**src/rtl/sipo_deserializer.sv**
```systemverilog
// sipo_deserializer
// Serial-in, parallel-out deserializer with a one-word holding register on a
// valid/ready output interface and a sticky overflow flag for dropped words.
//
// Build option: define PARITY_CHECK_EN to extend each frame with a trailing
// even-parity bit. That bit is checked into PAR_ERR and is not shifted into O.
// With the macro undefined, frames are WIDTH bits long and PAR_ERR is tied low.

module sipo_deserializer #(
   parameter int unsigned WIDTH     = 4,
   parameter bit          MSB_FIRST = 1'b1
) (
   input  logic             CLK,
   input  logic             RESET,
   input  logic             I,
   input  logic             I_VALID,
   output logic [WIDTH-1:0] O,
   output logic             O_VALID,
   input  logic             O_READY,
   output logic             OVERFLOW,
   output logic             PAR_ERR
);

`ifdef PARITY_CHECK_EN
   localparam int unsigned FRAME = WIDTH + 1;
`else
   localparam int unsigned FRAME = WIDTH;
`endif
   localparam int unsigned      CNT_W    = $clog2(FRAME);
   localparam logic [CNT_W-1:0] CNT_LAST = CNT_W'(FRAME - 1);
   localparam logic [CNT_W-1:0] CNT_ONE  = CNT_W'(1);

   // Holding register states
   localparam logic [0:0] ST_EMPTY = 1'b0;
   localparam logic [0:0] ST_FULL  = 1'b1;

   // Bit assembly
   logic [WIDTH-1:0] shift_q, shift_d;
   logic [WIDTH-1:0] shifted;
   logic [CNT_W-1:0] cnt_q, cnt_d;
   logic             complete;
   logic [WIDTH-1:0] word;

   // Holding register
   logic [0:0]       state_q, state_d;
   logic [WIDTH-1:0] o_q, o_d;
   logic             ovf_q, ovf_d;

`ifdef PARITY_CHECK_EN
   logic             word_perr;
   logic             perr_q, perr_d;
`endif

   // Shift register contents after accepting the incoming bit
   always_comb begin
      if (MSB_FIRST) begin
         shifted = {shift_q[WIDTH-2:0], I};
      end else begin
         shifted = {I, shift_q[WIDTH-1:1]};
      end
   end

   // Bit counter, shift register update and word-completion detection
   always_comb begin
      shift_d  = shift_q;
      cnt_d    = cnt_q;
      complete = 1'b0;
`ifdef PARITY_CHECK_EN
      // The final bit of a frame is parity: it is checked, not shifted in,
      // so the completed word is the shift register as it stands.
      word      = shift_q;
      word_perr = (^shift_q) ^ I;
`else
      // The completed word includes the bit arriving on this edge.
      word = shifted;
`endif
      if (I_VALID) begin
         complete = (cnt_q == CNT_LAST);
         cnt_d    = complete ? '0 : cnt_q + CNT_ONE;
`ifdef PARITY_CHECK_EN
         if (!complete) begin
            shift_d = shifted;
         end
`else
         shift_d = shifted;
`endif
      end
   end

   // Holding register: load, drain, simultaneous drain/refill, or drop
   always_comb begin
      state_d = state_q;
      o_d     = o_q;
      ovf_d   = ovf_q;
`ifdef PARITY_CHECK_EN
      perr_d  = perr_q;
`endif
      case (state_q)
         ST_EMPTY: begin
            // O_READY has no effect while nothing is held.
            if (complete) begin
               state_d = ST_FULL;
               o_d     = word;
`ifdef PARITY_CHECK_EN
               perr_d  = word_perr;
`endif
            end
         end
         ST_FULL: begin
            if (complete) begin
               if (O_READY) begin
                  // Consumer takes the held word on the same edge the next
                  // one lands, so there is neither a bubble nor a drop.
                  o_d    = word;
`ifdef PARITY_CHECK_EN
                  perr_d = word_perr;
`endif
               end else begin
                  // Held word is kept; the new one is lost.
                  ovf_d = 1'b1;
               end
            end else if (O_READY) begin
               // O keeps its stale contents once drained.
               state_d = ST_EMPTY;
            end
         end
      endcase
   end

   // State registers with synchronous active-high reset
   always_ff @(posedge CLK) begin
      if (RESET) begin
         shift_q <= '0;
         cnt_q   <= '0;
         state_q <= ST_EMPTY;
         o_q     <= '0;
         ovf_q   <= 1'b0;
`ifdef PARITY_CHECK_EN
         perr_q  <= 1'b0;
`endif
      end else begin
         shift_q <= shift_d;
         cnt_q   <= cnt_d;
         state_q <= state_d;
         o_q     <= o_d;
         ovf_q   <= ovf_d;
`ifdef PARITY_CHECK_EN
         perr_q  <= perr_d;
`endif
      end
   end

   assign O        = o_q;
   assign O_VALID  = (state_q == ST_FULL);
   assign OVERFLOW = ovf_q;
`ifdef PARITY_CHECK_EN
   assign PAR_ERR  = perr_q;
`else
   assign PAR_ERR  = 1'b0;
`endif

endmodule
```
**config.mk**
```make
export PLATFORM = sky130hd
export DESIGN_NAME = sipo_deserializer
export DESIGN_NICKNAME = d
export VERILOG_FILES = /design/src/rtl/sipo_deserializer.sv
export SDC_FILE = /design/constraint.sdc
export NUM_CORES = 1
export LEC_CHECK = 0
export ABC_AREA = 0
export CAP_MARGIN = 10
export CORE_AREA = 5 5 42 44
export DETAILED_ROUTE_END_ITERATION = 7
export DIE_AREA = 0 0 47 49
export HOLD_SLACK_MARGIN = 0.12
export PLACE_DENSITY_LB_ADDON = 0.1
export SYNTH_ARGS = -nofsm -noshare
export SYNTH_HDL_FRONTEND = slang
export SYNTH_SLANG_ARGS = --single-unit
```
**constraint.sdc**
```tcl
create_clock -name CLK -period 2.6 [get_ports CLK]
set_input_delay 0.52 -clock CLK [delete_from_list [all_inputs] [get_ports CLK]]
set_output_delay 0.52 -clock CLK [all_outputs]
set_load 0.01 [all_outputs]
```
==> Word-level counts from Yosys, hierarchy flattened <==
Index checks and enable logic that the tools add are counted.
{ "op_classes": {"addsub": 1, "multipliers": 0, "div_mod_pow": 0, "magnitude_cmp": 0, "eq_ne": 4, "shifts": 0, "muxes": 10, "bitwise_logic": 2, "n_reduce_logical": 2} }
{ "op_table": {"columns": ["op", "count"], "rows": [
  ["$mux W4", 3],
  ["$pmux W4 S2", 1],
  ["$ne A2 B2 Y1 const B", 3],
  ["$reduce_and A3 Y1", 2],
  ["$mux W1", 4],
  ["$add A2 B1 Y2 const B", 1],
  ["$eq A2 B2 Y1 const B", 1],
  ["$mux W2", 1],
  ["$not A1 Y1", 2],
  ["$pmux W1 S2", 1]
]} }
{ "word_totals": {"regBits": 11, "latch_bits": 0, "mem_bits_rw": 0, "mem_bits_ro": 0, "inputBits": 5, "output_inout_bits": 7, "word_cells": 24, "n_memories": 0} }

==> Logic depth before layout (Yosys ltp) <==
{ "logic_depth": {"depth_word": 4, "ltp_mapped": 4, "mapped_depth_nobuf": 4} }

==> Least setup slack after synthesis <==
OpenSTA, ideal clock, no wires.
{ "synth_timing": {"path_kind": "input to register", "from": "input I_VALID", "to": "register o_q[0], in the netlist O[0]", "setup_ns": 0.072, "t_arrival_ns": 0.979, "t_required_ns": 2.528, "slack_ns": 1.549, "path_stages": 4, "path_buffers": 1, "cell_sequence": "buf_6 -> nand2_4 -> nor2_8 -> mux2i_1"} }
{ "synth_between": {"elab_chain_len": 3, "word_cells_on_any_way": 4} }
{ "synth_lines": {"columns": ["item", "line_no", "rtl"], "rows": [
  ["start: declaration", "16", "input logic I_VALID,"],
  ["$mux W1 (*)", "77", "if (I_VALID) begin"],
  ["$ne A2 B2 Y1 (no source line)", null, null],
  ["$reduce_and A3 Y1 (no source line) (*)", null, null],
  ["end signal: assignment", "136", "o_q <= '0;"],
  ["end signal: assignment", "145", "o_q <= o_d;"],
  ["end: declaration", "46", "logic [WIDTH-1:0] o_q, o_d;"]
]} }
Every way passes the cells marked *; elsewhere a longest branch is shown, timed or not.
A chain may end at the register's enable or synchronous reset.

==> Worst setup path after layout <==
{ "layout_timing": {"from": "register ovf_q, in the netlist OVERFLOW", "to": "output OVERFLOW"} }
{ "layout_lines": {"columns": ["item", "line_no", "rtl"], "rows": [
  ["start: declaration", "47", "logic ovf_q, ovf_d;"],
  ["start signal: assignment", "146", "ovf_q <= ovf_d;"],
  ["end: declaration", "20", "output logic OVERFLOW,"]
]} }
No word-level cell between the ends.

==> metrics.txt <==
Final HPWL DP=571.9 um; post-layout min period=1662 ps; Syn Area/Cell=10.58 um2; vias in the first global route=321; Critical path buffers and inverters=1; Inst Count DP=69; run status=complete, no violations; number of fill cells=146; Port Buffer Count=10; post-CTS setup buffer count=0; nets@finish=64; Setup Skew=2.219 ps; Routability Congestion=0.6968; Max Root-Sink Buffers=2; worst path required time=2080 ps; Design Area, Final=609.3 um2; Worst-path clk slew=60 ps; Leak Pwr=0.0002333 uW; sequential area share after synthesis=45.24%; core area=0.001401 mm2; number of max-cap violations=0; share of cells above drive strength 1=10.53%; Crit path max-delay family=buffers and inverters; YS warnings=0; clk_lat worst skew=260 ps; Hold EP=O[1]; Syn Nets=52; grt total ovfl=0; FP Rows=14; Hold Fails Final Rpt=0; Post-CTS Hold Fix Bufs=0; FF-to-FF setup slack=1490 ps; post-DR vias/cell=4.356; initial antenna violation count=0; # setup viols final=0; post_cts resized=0; largest net degree at the start of global routing=16; die width=47 um; RSZ-0062 raised after global routing=false; initial drt markers=0; post-layout worst setup margin=937.6 ps; worst vdd ir=245.6 uV; CP Max Fanout=2; H-tree Lvls=1; Mapped Cells=46; Routed Antenna Nets=0; Tot GR Track Use=7.904%; CTS root buffer=clkbuf_4; Setup CP Type=flop to primary output; post-DR wirelength/cell=10.19 um; Synth cell types=14; Placed Area=583.1 um2; DR DRC count=0; Mapped Area=486.7 um2; Critical Path Source=OVERFLOW; global-route wire length before repair=1255 um; most frequent cells in the layout=dfxtp_1, clkdlybuf4s50_1, mux2i_1; Cells on Worst Hold Path=2; commonest non-fill, non-tap cell in the layout=dfxtp_1; HP Class=flop to flop; FF-to-FF path depth=4; type of origin of the critical path=flop; final std cells w/o fill=73; Worst Hold Launch=O[1]; Cell Chain, Critical Path=clkdlybuf4s50_1; IO Pins=12; 1st-pass router iterations=1; largest stage delay on the critical path=540 ps; Vias=318; CP Capture Type=primary output; CTS tree=done; Fin Hold WS=479.2 ps; multi-input combinational cell area=242.7 um2; Critical Path AT=1140 ps; die area=0.002303 mm2; worst r2r src=cnt_q[0]; Area growth, synth to finish=25.19%; Starting Density=34.73%; register area=220.2 um2; Power Dens Cells=518.9 mW/mm2; Final Max Tran Viols=0; WL final=744 um; slowest CP cell=clkdlybuf4s50_1; post-synthesis register bit count=11; pre-CTS worst setup slack=812.0 ps; CTS Sinks=11; Final period util=63.94%; total CTS buffers=3; Total Neg Setup Slack=0 ps; reg-to-reg critical path endpoint=O[0]; Antenna Diode Count=0; die height=49 um; Max Clk Rate=0.6016 GHz
state kept, by name (all words and copies together), names as in the netlist:
signal	cells
O	4
OVERFLOW	1
O_VALID	1
cnt_q	2
shift_q	3
where the power goes:
group / internal, uW / switching (uW) / leakage (uW) / total [uW]
clock: 59.3 / 51.4 / 0.0000150 / 111
sequential: 173 / 3.07 / 0.0000893 / 177
combinational: 15.7 / 13.3 / 0.000129 / 29.0
worst max path at each step:
stage,to,slack (ps),cells past startpoint
finish,OVERFLOW,940,1
global route,OVERFLOW,880,1
CTS,OVERFLOW,910,1
detailed placement,O[3],810,4
global placement,O[0],820,4
floorplan,O[0],1550,4
stage by stage:
| step | util [%] | total power, uW |
|---|---|---|
| after floorplan | - | 201.7 |
| after CTS | 43.48 | 324.4 |
| final | 43.48 | 316.2 |
| after global placement | 41.61 | 209.1 |
| after detailed placement | 41.61 | 209.5 |
| after global routing | 43.48 | 332.9 |
final cells by class:
class	count	share of cell area, %
clock buffer	4	4.312
tap	16	3.285
timing repair buffer	10	16.43
multi-input combinational	32	39.84
sequential	11	36.14
cells by family after synthesis:
group                    after synthesis  share of synthesized area (%)
flip-flops                            11                          45.24
multiplexers                           9                          18.51
adder cells (fa/ha/maj)                1                          2.570
AND/OR/NAND/NOR                       19                          25.71
AO/OA/AOI/OAI                          2                          2.313
other                                  1                         0.7705
buffers and inverters                  3                          4.884
routing by layer:
metal | GRT usage, % | routed length [um] | share of wire, % | vias to the layer above
met1 | 8.407 | 345 | 46 | 140
met4 | 6.912 | 0 | 0 | 0
li1 | - | - | - | 170
met2 | 10.63 | 332 | 45 | 8
met3 | 4.428 | 66 | 8.9 | 0
met5 | 0 | 0 | 0 | -
cells in the mapped netlist:
cell type   n  area, um2
dfxtp_1    11      220.2
conb_1      1      3.750
nand2b_1    8      50.05
buf_4       1      7.510
a21oi_1     1      5.000
nor2_8      1      20.02
a31oi_1     1      6.260
mux2i_1     9      90.09
nand2_4     1      11.26
nor2b_4     1      13.76
nor2_1      8      30.03
buf_2       1      5.000
buf_6       1      11.26
ha_1        1      12.51
Power figures use the tool's default switching activity.
